[src/rtl/morse_pkg.sv]
// Shared types and constants for the Morse decoder: FSM states, timing multipliers
// in Morse units, and the character code/length widths.
package morse_pkg;

    typedef enum logic [1:0] {
        ST_IDLE = 2'd0,
        ST_MARK = 2'd1,
        ST_GAP  = 2'd2
    } state_e;

    localparam int unsigned DOT_UNITS  = 1;
    localparam int unsigned DASH_UNITS = 3;
    localparam int unsigned CGAP_UNITS = 3;
    localparam int unsigned WGAP_UNITS = 7;

    localparam int unsigned CODE_W = 8;
    localparam int unsigned LEN_W  = 4;

endpackage

[src/rtl/morse_run_cnt.sv]
// Saturating run-length counter: clear loads 1 (the first sample of a new run),
// increment adds one and sticks at all-ones.
module morse_run_cnt #(
    parameter int unsigned CNT_W = 5
) (
    input  logic             clk_i,
    input  logic             rst_ni,
    input  logic             clr_i,
    input  logic             inc_i,
    output logic [CNT_W-1:0] cnt_o
);

    logic [CNT_W-1:0] cnt_q, cnt_d;

    always_comb begin
        cnt_d = cnt_q;
        if (clr_i) begin
            cnt_d = CNT_W'(1);
        end else if (inc_i && (cnt_q != '1)) begin
            cnt_d = cnt_q + 1'b1;
        end
    end

    always_ff @(posedge clk_i or negedge rst_ni) begin
        if (!rst_ni) begin
            cnt_q <= '0;
        end else begin
            cnt_q <= cnt_d;
        end
    end

    assign cnt_o = cnt_q;

endmodule

[src/rtl/morse_decoder.sv]
// Decodes a serial Morse LED stream into left-aligned dot/dash codes with a symbol
// count; a zero-length output marks a word space.
module morse_decoder
    import morse_pkg::*;
#(
    parameter int unsigned UNIT  = 1,
    parameter int unsigned CNT_W = 5
) (
    input  logic              clock,
    input  logic              reset,
    input  logic              led_drv,
    output logic              char_vald,
    output logic [CODE_W-1:0] charcode_data,
    output logic [LEN_W-1:0]  charlen_data,
    output logic              sym_err
);

    localparam logic [CNT_W-1:0]  DOT_RUN   = CNT_W'(DOT_UNITS * UNIT);
    localparam logic [CNT_W-1:0]  DASH_RUN  = CNT_W'(DASH_UNITS * UNIT);
    localparam logic [CNT_W-1:0]  CGAP_LAST = CNT_W'(CGAP_UNITS * UNIT - 1);
    localparam logic [CNT_W-1:0]  WGAP_LAST = CNT_W'(WGAP_UNITS * UNIT - 1);
    localparam logic [LEN_W-1:0]  LEN_MAX   = LEN_W'(CODE_W);
    localparam logic [CODE_W-1:0] CODE_MSB  = {1'b1, {(CODE_W-1){1'b0}}};

    state_e            state_q;
    logic [CNT_W-1:0]  run_q;
    logic [CODE_W-1:0] code_q, ocode_q;
    logic [LEN_W-1:0]  len_q, olen_q;
    logic              armed_q, drop_q, vald_q, err_q;
    logic              run_clr, is_dot, is_dash, cgap_hit, wgap_hit;

    // A new run starts whenever the sample disagrees with what the state is timing.
    assign run_clr = led_drv ^ (state_q == ST_MARK);

    morse_run_cnt #(.CNT_W(CNT_W)) u_run_cnt (
        .clk_i  (clock),
        .rst_ni (reset),
        .clr_i  (run_clr),
        .inc_i  (!run_clr),
        .cnt_o  (run_q)
    );

    assign is_dot   = (run_q == DOT_RUN);
    assign is_dash  = (run_q == DASH_RUN);
    // Evaluated against the count before this sample, so a mark landing on the
    // character-gap edge still closes the pending character.
    assign cgap_hit = (run_q == CGAP_LAST);
    assign wgap_hit = (run_q == WGAP_LAST) && !led_drv;

    always_ff @(posedge clock or negedge reset) begin
        if (!reset) begin
            state_q <= ST_IDLE;
            code_q  <= '0;
            len_q   <= '0;
            armed_q <= 1'b0;
            drop_q  <= 1'b0;
            vald_q  <= 1'b0;
            err_q   <= 1'b0;
            ocode_q <= '0;
            olen_q  <= '0;
        end else begin
            vald_q <= 1'b0;
            err_q  <= 1'b0;
            unique case (state_q)
                ST_IDLE: begin
                    if (led_drv) state_q <= ST_MARK;
                end
                ST_MARK: begin
                    if (!led_drv) begin
                        state_q <= ST_GAP;
                        if (!drop_q) begin
                            if ((is_dot || is_dash) && (len_q != LEN_MAX)) begin
                                code_q <= code_q | (is_dash ? (CODE_MSB >> len_q) : '0);
                                len_q  <= len_q + 1'b1;
                            end else begin
                                err_q  <= 1'b1;
                                code_q <= '0;
                                len_q  <= '0;
                                drop_q <= 1'b1;
                            end
                        end
                    end
                end
                ST_GAP: begin
                    if (cgap_hit) begin
                        if (drop_q) begin
                            drop_q <= 1'b0;
                        end else if (len_q != '0) begin
                            vald_q  <= 1'b1;
                            ocode_q <= code_q;
                            olen_q  <= len_q;
                            code_q  <= '0;
                            len_q   <= '0;
                            armed_q <= 1'b1;
                        end
                    end
                    if (led_drv) begin
                        state_q <= ST_MARK;
                    end else if (wgap_hit) begin
                        state_q <= ST_IDLE;
                        if (armed_q) begin
                            vald_q  <= 1'b1;
                            ocode_q <= '0;
                            olen_q  <= '0;
                            armed_q <= 1'b0;
                        end
                    end
                end
                default: state_q <= ST_IDLE;
            endcase
        end
    end

    assign char_vald     = vald_q;
    assign charcode_data = ocode_q;
    assign charlen_data  = olen_q;
    assign sym_err       = err_q;

endmodule

[config.mk]
export PLATFORM = sky130hd
export DESIGN_NAME = morse_decoder
export DESIGN_NICKNAME = d
export VERILOG_FILES = /design/src/rtl/morse_pkg.sv /design/src/rtl/morse_run_cnt.sv /design/src/rtl/morse_decoder.sv
export SDC_FILE = /design/constraint.sdc
export NUM_CORES = 1
export LEC_CHECK = 0
export CORE_MARGIN = 2
export CORE_UTILIZATION = 55
export DETAILED_ROUTE_END_ITERATION = 10
export DONT_BUFFER_PORTS = 1
export PLACE_DENSITY_LB_ADDON = 0.15
export SYNTH_ARGS = -nofsm -noshare
export SYNTH_HDL_FRONTEND = slang
export SYNTH_SLANG_ARGS = --single-unit
[constraint.sdc]
create_clock -name clock -period 2.2 [get_ports clock]
set_input_delay 0.22 -clock clock [delete_from_list [all_inputs] [get_ports clock]]
set_output_delay 0.22 -clock clock [all_outputs]
set_load 0.01 [all_outputs]
; Yosys cells after proc, flatten, opt, wreduce, memory -nomap -nowiden
; Index checks and enable logic that the tools add are counted.
[totals]
out_inout_bits = 14
in_bits = 3
register_bits = 35
word_cells = 98
[classes]
n_bitwise = 2
n_eq_ne = 15
shift = 1
add_sub_neg = 2
n_mux = 55
n_reduce_logical = 13
[op_table]
columns = operator, count
row1 = 8-bit two-way mux, 13
row2 = 4-bit two-way mux, 12
row3 = 1-bit two-way mux, 20
row4 = 8-bit one-hot mux with 2 select lines, 1
row5 = 2-bit != test (second input constant), 6
row6 = 5-bit by 2-bit == test with 1-bit output (second input constant), 2
row7 = 5-bit two-way mux, 2
row8 = 2-bit two-way mux, 4
row9 = 8-bit OR, 1
row10 = 4-bit one-hot mux with 2 select lines, 1
row11 = 8-bit by 4-bit right shift with 8-bit output (first input constant), 1
row12 = 2-bit one-hot mux with 3 select lines, 1
row13 = 3-bit AND reduction, 2
row14 = 6-bit AND reduction, 1
row15 = 5-bit by 1-bit adder with 5-bit output (second input constant), 1
row16 = 5-bit by 1-bit == test with 1-bit output (second input constant), 1
row17 = 5-bit by 3-bit == test with 1-bit output (second input constant), 1
row18 = 5-bit != test (second input constant), 1
row19 = 4-bit by 1-bit adder with 4-bit output (second input constant), 1
row20 = 4-bit != test (second input constant), 1
row21 = 2-bit nonzero test, 2
row22 = 4-bit nonzero test, 1
row23 = 1-bit logical AND, 3
row24 = 3-bit != test (second input constant), 1
row25 = 7 further kinds, 8

; Longest topological paths before layout
; Gate-level depths: netlist (run 1).
[logic_depth]
word_depth = 8
ltp_mapped = 8
depth_no_buf = 6

; By module
; Synthesis (run 1) repeated with hierarchy kept, for this count alone.
[unflattened]
cells_unflattened = 164
hier_area_um2 = 1803.0
[modules_own_cells]
columns = module, area_each_um2, cells_per_inst, instances
row1 = morse_decoder, 1551.5, 141, 1
row2 = morse_run_cnt, 251.5, 23, 1

; Worst setup path before layout (run 1)
; Ideal clock, no wire load.
[synth_timing]
path_type = register to register
start = register u_run_cnt.cnt_q[0], in the netlist u_run_cnt.cnt_o[0]
end = register ocode_q[1], in the netlist charcode_data[1]
synth_period_minus_slack_ps = 2041
t_arrival_ps = 1910
required_ps = 2069
slack_ps = 159
stages_incl_launch_ff = 9
setup_time_ps = 131
path_buffers = 2
path_cell_list = dfrtp_1 -> inv_1 -> ha_1 -> or4b_4 -> or3_1 -> buf_6 -> buf_8 -> mux2i_1 -> nor2_1
[synth_between]
elab_chain_len = 5
word_cells_on_any_way = 7
cone_classes = 2 x eq/ne / 4 x mux / 1 x reduce/logical
[synth_lines]
columns = item, line
row1 = start: declaration, morse_run_cnt.sv:13  ; logic [CNT_W-1:0] cnt_q, cnt_d;
row2 = start signal: assignment, morse_run_cnt.sv:28  ; cnt_q <= cnt_d;
row3 = 5-bit by 2-bit == test with 1-bit output, morse_decoder.sv:47  ; assign cgap_hit = (run_q == CGAP_LAST);
row4 = 8-bit two-way mux, morse_decoder.sv:85  ; if (cgap_hit) begin
row5 = 8-bit two-way mux, morse_decoder.sv:101  ; if (armed_q) begin
row6 = 8-bit two-way mux, morse_decoder.sv:99  ; end else if (wgap_hit) begin
row7 = 8-bit two-way mux *, morse_decoder.sv:97  ; if (led_drv) begin
row8 = end signal: assignment, morse_decoder.sv:90  ; ocode_q <= code_q;
row9 = end: declaration, morse_decoder.sv:27  ; logic [CODE_W-1:0] code_q, ocode_q;
; Every way passes the cells marked *; elsewhere a longest branch is shown, timed or not.
; A chain may end at the register's enable or synchronous reset.

; Worst setup path in the final report (run 1)
[layout_timing]
start = register u_run_cnt.cnt_q[0], in the netlist u_run_cnt.cnt_o[0]
end = register ocode_q[2], in the netlist charcode_data[2]
; Same word-level chain as after synthesis.

==> flow_metrics.tcl, run 1 <==
set metrics [dict create \
    status "finished clean" \
    synth_top_area_cell "dfrtp_1" \
    hold_viol 0 \
    p_switching_mw 0.483 \
    dp.cells 222 \
    synthTopCellsByArea "dfrtp_1, ha_1, nor2_1" \
    die_w_um 60.7 \
    drv_cap 0 \
    dr.pass1.iters 4 \
    wirelength_um 3440 \
    nFillCells 242 \
    grt_pass1_wl_um 5530 \
    track_usage_pct 20.8 \
    cts_made_buffers 5 \
    grt_pass1_vias 1263 \
    required_ns 2.43 \
    utilization_pct 68.5 \
    grt_max_degree 36 \
    period_share_pct 94.7 \
    port_buffers 0 \
    async_flop_share_pct 100 \
    wl_met2_um 1590 \
    yosysTopAreaCellShare_pct 49.6 \
    start_util_pct 57.9 \
    synth_edf_count 0 \
    clk_pin_slew_ns 0.10 \
    ant_nets 0 \
    avgSynthCellArea_um2 10.5 \
    syn_area_um2 1770 \
    hold_class "input port to flip-flop" \
    hold_start "led_drv" \
    pwr-share-comb_pct 24.2 \
    nets 208 \
    slew_headroom_pct 69.1 \
    worstPathArrival_ns 2.32 \
    vias 1293 \
    h-tree-depth 2 \
    avgViaCountPerCell 5.41 \
    power_density_nw_per_um2 744 \
    slowest_delay_ns 0.48 \
    p_seq_share_pct 50.2 \
    ff2ff_path_depth 8 \
    path_cells "inv_1, ha_1, or4b_4, buf_4, or3_4, buf_2, mux2i_1, nor2_1" \
    dieArea_um2 3680 \
    switching_share_pct 31.0 \
    top_layer "met4" \
    final.min_clock_period_ns 2.08 \
    drtIter0Drc 78 \
    synth.top_cells.by_count "dfrtp_1, nor2_1, ha_1" \
    worst_r2r_startpoint "u_run_cnt.cnt_o[0]" \
    whs_endpoint "u_run_cnt.cnt_o[2]" \
    rsz0062_at_grt "false" \
    place.gp.congestion 0.835 \
    area_growth_pct 18.3 \
    synth_cells 169 \
    core_um2 3050 \
    ioPinCount 17 \
    hold_depth 2 \
    die_h_um 60.7 \
    cp-end-kind "flip-flop" \
    cts_tree "yes" \
    worst_path_max_delay_cell "or4b_4" \
    reg2reg_to "charcode_data[2]" \
    num_rows 20 \
    cts_num_sinks 35 \
    grt_antenna_before_repair 0 \
    seq_area_frac_synth_pct 49.6 \
    cts_root_buf "clkbuf_4" \
    yosysMostFrequentCell "dfrtp_1" \
    max-clock-path-buffers 2 \
    clock_power_share_pct 25.6 \
    ys_types 40 \
    syn-num-nets 183 \
    r2r_slack_ns 0.12 \
    finalMaxSlewViolations 0 \
    p_int_mw 1.07 \
    setup_viol 0 \
    max_slew.worst_pin.slew_ns 0.462 \
    diodes 0 \
    critPathMaxFanout 6 \
    met1_length_um 1630 \
    hpwlAfterDp_um 2320 \
    layoutNonFillerInstCount 239 \
    power.leakage_nw 0.988 \
    clock.fmax_ghz 0.480 \
    worstSetupPathType "flip-flop to flip-flop" \
    synth_ff_type "dfrtp_1" \
    wl_per_cell_um 14.4 \
    cp-start-kind "flip-flop" \
    grt_overflow 0 \
    startpoint "u_run_cnt.cnt_o[0]" \
    ys_seq_elements 35 \
    skew_ns 0.00849 \
    drive_above_1_share_pct 22.1 \
    wl_met3_um 157 \
    peakVddDrop_v 0.000393 \
    clock_latency_ns 0.34 \
    route.detailed.drc 0 \
    yosysWarnings 0 \
]
==> through the flow <==
| step | total power [mW] | TNS [ns] | hold WS, ns | setup slack, ns | instance area, µm² |
|---|---|---|---|---|---|
| final | 1.56 | 0 | 0.159 | 0.117 | 2090 |
| after global routing | 1.66 | 0 | 0.148 | 0.0150 | 2090 |
| after CTS | 1.56 | 0 | 0.00177 | 0.00761 | 2040 |
| after detailed placement | 1.14 | -0.979 | -0.0749 | -0.129 | 1900 |
| after global placement | 1.12 | -0.473 | -0.0749 | -0.0621 | 1900 |
| after floorplan | 1.01 | 0 | -0.0756 | 0.159 | 1770 |
==> timing repair <==
action                                  4_1_cts  5_1_grt
cloned                                        0        1
setup buffers                                 2        2
hold buffers                                  3        1
resized for setup                             0        6
endpoints found under the hold margin        37        1
pin swaps                                     1        0
endpoints found under the setup margin        9       20
==> layout make-up <==
type / instances / area, µm² / share of cell area (%)
well taps: 44 / 55.1 / 2.63
inverters: 9 / 33.8 / 1.62
repair buffers: 26 / 229 / 11.0
clock inverters: 1 / 7.51 / 0.359
flip-flops and latches: 35 / 877 / 42.0
clock buffers: 7 / 65.1 / 3.11
multi-input cells: 117 / 823 / 39.4
==> per-layer routing <==
layer | track usage, % | vias up
met5 | 0 | -
met4 | 10.2 | 0
met3 | 6.40 | 7
met2 | 32.1 | 33
met1 | 26.5 | 618
li1 | - | 635
==> power by group through the flow <==
| stage | Sequential (mW) | Clock [mW] | Combinational [mW] |
|---|---|---|---|
| final | 0.781 | 0.399 | 0.376 |
| after global routing | 0.791 | 0.445 | 0.422 |
| after CTS | 0.782 | 0.411 | 0.366 |
| after detailed placement | 0.796 | 0 | 0.341 |
| after global placement | 0.792 | 0 | 0.332 |
| after floorplan | 0.797 | 0 | 0.214 |
==> layout by cell type (no fill, tap or decap), types with 2 or more instances in the layout <==
cell           instances
a21oi_1                8
a22o_1                 2
a31oi_1                2
buf_12                 2
buf_4                 19
clkbuf_4               5
clkbuf_8               2
dfrtp_1               34
dlygate4sd3_1          3
ha_1                  10
inv_1                  9
mux2i_1                9
nand2_1                4
nand2b_1               6
nand3_1                6
nand3b_1               4
nor2_1                27
nor2b_1                2
nor3_1                 9
o21ai_0                6
or4b_4                 2
xor2_1                 2
==> state kept, by name, summed over array words and instances (netlist names) <==
name and cells:
len_q 4, sym_err 1, charlen_data 4, drop_q 1, u_run_cnt.cnt_o 5, state_q 2
char_vald 1, armed_q 1, code_q 8, charcode_data 8
==> worst max-delay path, delay by kind of cell (launching register included) <==
kind	cells	cell delay, ns
buf+inv	3	0.40
simple gates	3	0.90
mux	1	0.15
fa+ha+maj	1	0.14
flops	1	0.39
==> worst max path at each step <==
| stage | slack (ns) | to |
|---|---|---|
| after CTS | 0.008 | code_q[1] |
| after global routing | 0.02 | charcode_data[4] |
| after global placement | -0.06 | code_q[7] |
| after floorplan | 0.16 | charcode_data[1] |
| final | 0.12 | charcode_data[2] |
| after detailed placement | -0.13 | code_q[2] |
==> logic make-up (layout without fill, tap and decap cells) <==
logic type / count (synthesis) / in the layout / synth area share [%]
simple gates: 70 / 70 / 21.5
flops: 35 / 35 / 49.6
compound gates: 24 / 24 / 9.63
buf+inv: 17 / 43 / 4.96
fa+ha+maj: 11 / 11 / 7.79
mux: 9 / 9 / 5.10
xor+xnor: 3 / 3 / 1.49
Note: power is estimated with default switching activity, not from simulation.
==> run 2: changes to the inputs <==
--- a/config.mk
+++ b/config.mk
@@ -5,8 +5,10 @@
 export SDC_FILE = /design/constraint.sdc
 export NUM_CORES = 1
 export LEC_CHECK = 0
+export CELL_PAD_IN_SITES_DETAIL_PLACEMENT = 0
+export CELL_PAD_IN_SITES_GLOBAL_PLACEMENT = 1
 export CORE_MARGIN = 2
-export CORE_UTILIZATION = 55
+export CORE_UTILIZATION = 49
 export DETAILED_ROUTE_END_ITERATION = 10
 export DONT_BUFFER_PORTS = 1
 export PLACE_DENSITY_LB_ADDON = 0.15
==> flow_metrics.tcl, run 2 (synthesis gave the netlist of run 1 again) <==
set metrics [dict create \
    critical_path_buf_inv_count 2 \
    wirelength_um 3260 \
    worstSetupPathType "flip-flop to flip-flop" \
    cts_made_buffers 5 \
    cp-end-kind "flip-flop" \
    drive_above_1_share_pct 14.4 \
    route.detailed.drc 0 \
    peakVddDrop_v 0.000418 \
    dr.pass1.iters 4 \
    r2r_slack_ns 0.1 \
    drv_cap 0 \
    start_util_pct 52.1 \
    area_growth_pct 11.2 \
    ioPinCount 17 \
    final_common_cell "dfrtp_1" \
    skew_ns 0.00897 \
    clock_latency_ns 0.34 \
    vias 1235 \
    critical-path-top-delay-family "simple AND/OR/NAND/NOR gates" \
    grt_pass1_wl_um 5580 \
    critPathMaxFanout 16 \
    grt_antenna_before_repair 0 \
    wl_per_cell_um 14.4 \
    die_w_um 64.0 \
    h-tree-depth 2 \
    layout_common_cells "dfrtp_1, nor2_1, ha_1" \
    cp-start-kind "flip-flop" \
    slew_headroom_pct 71.3 \
    avgViaCountPerCell 5.46 \
    max_slew.worst_pin.slew_ns 0.427 \
    nets 193 \
    dieArea_um2 4100 \
    track_usage_pct 17.5 \
    hold_depth 1 \
    setup_viol 0 \
    ff2ff_path_depth 7 \
    diodes 0 \
    worst_r2r_startpoint "u_run_cnt.cnt_o[0]" \
    slowest_delay_ns 0.51 \
    clk_pin_slew_ns 0.11 \
    port_buffers 0 \
    cts_tree "yes" \
    required_ns 2.47 \
    whs_endpoint "state_q[0]" \
    drtIter0Drc 80 \
    place.gp.congestion 0.765 \
    cts_num_sinks 35 \
    hold_slack_ns 0.0163 \
    die_h_um 64.0 \
    power_density_nw_per_um2 802 \
    max-clock-path-buffers 2 \
    grt_overflow 0 \
    finalPower_mw 1.58 \
    num_rows 21 \
    layout_setup_ws_ns 0.0992 \
    core_um2 3390 \
    final.min_clock_period_ns 2.10 \
    hold_class "input port to flip-flop" \
    finalMaxSlewViolations 0 \
    path_cells "inv_1, ha_1, or4b_4, o41ai_4, buf_4, a41oi_1, nor2_1" \
    hpwlAfterDp_um 2320 \
    cts_root_buf "clkbuf_4" \
    worstPathArrival_ns 2.38 \
    hold_viol 0 \
    worst_path_max_delay_cell "or4b_4" \
    grt_pass1_vias 1219 \
    clock.fmax_ghz 0.476 \
    grt_max_degree 36 \
    period_share_pct 95.5 \
    utilization_pct 58.0 \
    hold_start "led_drv" \
    power.leakage_nw 0.923 \
    ant_nets 0 \
    pre_cts_ws_ns 0.110 \
    status "finished clean" \
    reg2reg_to "code_q[7]" \
]
-- run 2: worst max path at each step --
stage | start | endpoint | slack [ns] | cells after the start
after CTS | u_run_cnt.cnt_o[0] | code_q[7] | 0.09 | 7
after floorplan | u_run_cnt.cnt_o[0] | charcode_data[1] | 0.16 | 8
after global routing | u_run_cnt.cnt_o[0] | charcode_data[1] | -0.003 | 7
after detailed placement | u_run_cnt.cnt_o[0] | charcode_data[3] | 0.11 | 7
after global placement | u_run_cnt.cnt_o[0] | charlen_data[0] | 0.18 | 7
final | u_run_cnt.cnt_o[0] | code_q[7] | 0.1 | 7
-- run 2: report_power, final --
group	internal, mW	switching, mW
logic	0.124	0.157
registers	0.715	0.0965
clock network	0.268	0.216
total	1.11	0.469
-- run 2: layout make-up --
type | instances | area, µm²
fillers | 308 | 1430
inverters | 9 | 33.8
clock inverters | 2 | 35.0
flip-flops and latches | 35 | 877
repair buffers | 11 | 100
well taps | 46 | 57.6
multi-input cells | 117 | 810
clock buffers | 6 | 51.3
-- run 2: stage by stage --
stage / setup TNS [ns] / cells / cell area (µm²)
2_1_floorplan: 0 / 169 / 1770
3_5_place_dp: 0 / 215 / 1840
5_1_grt: -0.00308 / 226 / 1960
6_report: 0 / 226 / 1960
3_3_place_gp: 0 / 215 / 1840
4_1_cts: 0 / 226 / 1960
-- run 2: metal layers --
layer  up-vias  GRT usage, %  routed length [µm]
met1       605          21.3                1530
met4         0          5.71                  45
met3         5          6.34                 163
met5         -             0                   0
li1        602             -                   -
met2        23          28.8                1520
-- run 2: worst register-to-register path, stage by stage, from the launching register on --
cell,delay [ns]
dfrtp_2,0.45
inv_1,0.07
ha_1,0.16
or4b_4,0.51
o41ai_4,0.33
buf_4,0.26
a41oi_1,0.14
nor2_1,0.13
-- run 2: what timing repair did --
item | in CTS | in global routing
hold endpoints to repair | 37 | 0
hold buffers | 3 | 0
setup buffers | 0 | 0
setup endpoints to repair | 0 | 1
gates resized for setup | 0 | 1
==> run 3: changes to the inputs <==
--- a/config.mk
+++ b/config.mk
@@ -7,8 +7,7 @@
 export LEC_CHECK = 0
 export CELL_PAD_IN_SITES_DETAIL_PLACEMENT = 0
 export CELL_PAD_IN_SITES_GLOBAL_PLACEMENT = 1
-export CORE_MARGIN = 2
-export CORE_UTILIZATION = 49
+export CORE_UTILIZATION = 40
 export DETAILED_ROUTE_END_ITERATION = 10
 export DONT_BUFFER_PORTS = 1
 export PLACE_DENSITY_LB_ADDON = 0.15
==> flow_metrics.tcl, run 3 (synthesis gave the netlist of run 1 again) <==
set metrics [dict create \
    ff2ff_path_depth 7 \
    slew_headroom_pct 69.5 \
    status "finished clean" \
    reg2reg_to "len_q[3]" \
    area_growth_pct 11.9 \
    tns_ns 0 \
    place.gp.congestion 0.777 \
    h-tree-depth 2 \
    critPathMaxFanout 16 \
    grt_pass1_vias 1215 \
    pre_cts_ws_ns 0.119 \
    cp-end-kind "flip-flop" \
    core_um2 4120 \
    drive_above_1_share_pct 13.9 \
    worstSetupPathType "flip-flop to flip-flop" \
    slowest_delay_ns 0.51 \
    cts_tree "yes" \
    finalMaxSlewViolations 0 \
    diodes 0 \
    hold_depth 1 \
    r2r_slack_ns 0.12 \
    whs_endpoint "state_q[0]" \
    clock.fmax_ghz 0.480 \
    grt_max_degree 36 \
    num_rows 23 \
    cts_made_buffers 5 \
    hold_viol 0 \
    ant_nets 0 \
    worst_r2r_startpoint "u_run_cnt.cnt_o[0]" \
    cp-start-kind "flip-flop" \
    final_common_cell "dfrtp_1" \
    hold_start "led_drv" \
    cts-hold-fix-buffers 3 \
    power.leakage_nw 0.928 \
    grt_pass1_wl_um 5520 \
    rsz0062_at_grt "false" \
    hold_class "input port to flip-flop" \
    ioPinCount 17 \
    critical_path_buf_inv_count 2 \
    layout_common_cells "dfrtp_1, nor2_1, ha_1" \
    startpoint "u_run_cnt.cnt_o[0]" \
    max-clock-path-buffers 2 \
    final.min_clock_period_ns 2.08 \
    critical-path-top-delay-family "simple AND/OR/NAND/NOR gates" \
    utilization_pct 48.0 \
    dieArea_um2 4690 \
    die_w_um 68.5 \
    skew_ns 0.00777 \
    path_cells "inv_1, ha_1, or4b_4, o41ai_4, buf_4, nand2b_1, nand3_1" \
    wirelength_um 3280 \
    cts-resized-gates 0 \
    avgViaCountPerCell 5.14 \
    max_slew.worst_pin.slew_ns 0.453 \
    required_ns 2.35 \
    drv_cap 0 \
    worstPathArrival_ns 2.24 \
    start_util_pct 42.9 \
    drtIter0Drc 70 \
    clock_latency_ns 0.28 \
    nets 194 \
    worst_path_max_delay_cell "or4b_4" \
    layout_setup_ws_ns 0.119 \
    grt_overflow 0 \
    clk_pin_slew_ns 0.06 \
    cts_root_buf "clkbuf_8" \
    setup_viol 0 \
    port_buffers 0 \
    dr.pass1.iters 5 \
    vias 1182 \
    route.detailed.drc 0 \
    wl_per_cell_um 14.3 \
    die_h_um 68.5 \
    hpwlAfterDp_um 2320 \
    postCtsSetupBuffers 0 \
    period_share_pct 94.6 \
    power_density_nw_per_um2 788 \
    cts_num_sinks 35 \
    peakVddDrop_v 0.000252 \
    track_usage_pct 16.5 \
    grt_antenna_before_repair 0 \
]
==> run 3: final cells by class <==
cell class / count / area (µm²)
Inverter: 9 / 33.8
Tap cell: 50 / 62.6
Multi-Input combinational cell: 117 / 810
Clock inverter: 1 / 5.00
Timing Repair Buffer: 12 / 108
Fill cell: 381 / 2140
Sequential cell: 35 / 876
Clock buffer: 6 / 82.6
==> run 3: layer usage <==
metal	part of all wire [%]	vias to the layer above	track usage, %
li1	-	604	-
met1	49	556	20.6
met2	47	20	27.0
met3	4.1	2	5.50
met4	0.30	0	4.69
met5	0	-	0
==> run 3: stage by stage <==
stage | instance area (µm²) | hold WS, ns | instances | total power [mW]
after floorplan | 1770 | -0.0756 | 169 | 1.01
after global placement | 1850 | -0.0749 | 220 | 1.09
after detailed placement | 1850 | -0.0748 | 220 | 1.10
after CTS | 1980 | 0.0924 | 230 | 1.58
after global routing | 1980 | 0.0896 | 230 | 1.66
final | 1980 | 0.101 | 230 | 1.56
==> run 3: where the power goes <==
group | internal [mW] | switching [mW]
clock | 0.245 | 0.208
combinational | 0.132 | 0.171
sequential | 0.716 | 0.0862
total | 1.09 | 0.465
==> run 3: how the worst max path moves through the flow <==
stage	to	slack, ns	depth (start not counted)
finish	len_q[3]	0.12	7
global route	len_q[3]	0.002	7
CTS	len_q[3]	0.11	7
detailed placement	charcode_data[0]	0.12	7
global placement	charcode_data[3]	0.17	7
floorplan	charcode_data[1]	0.16	8
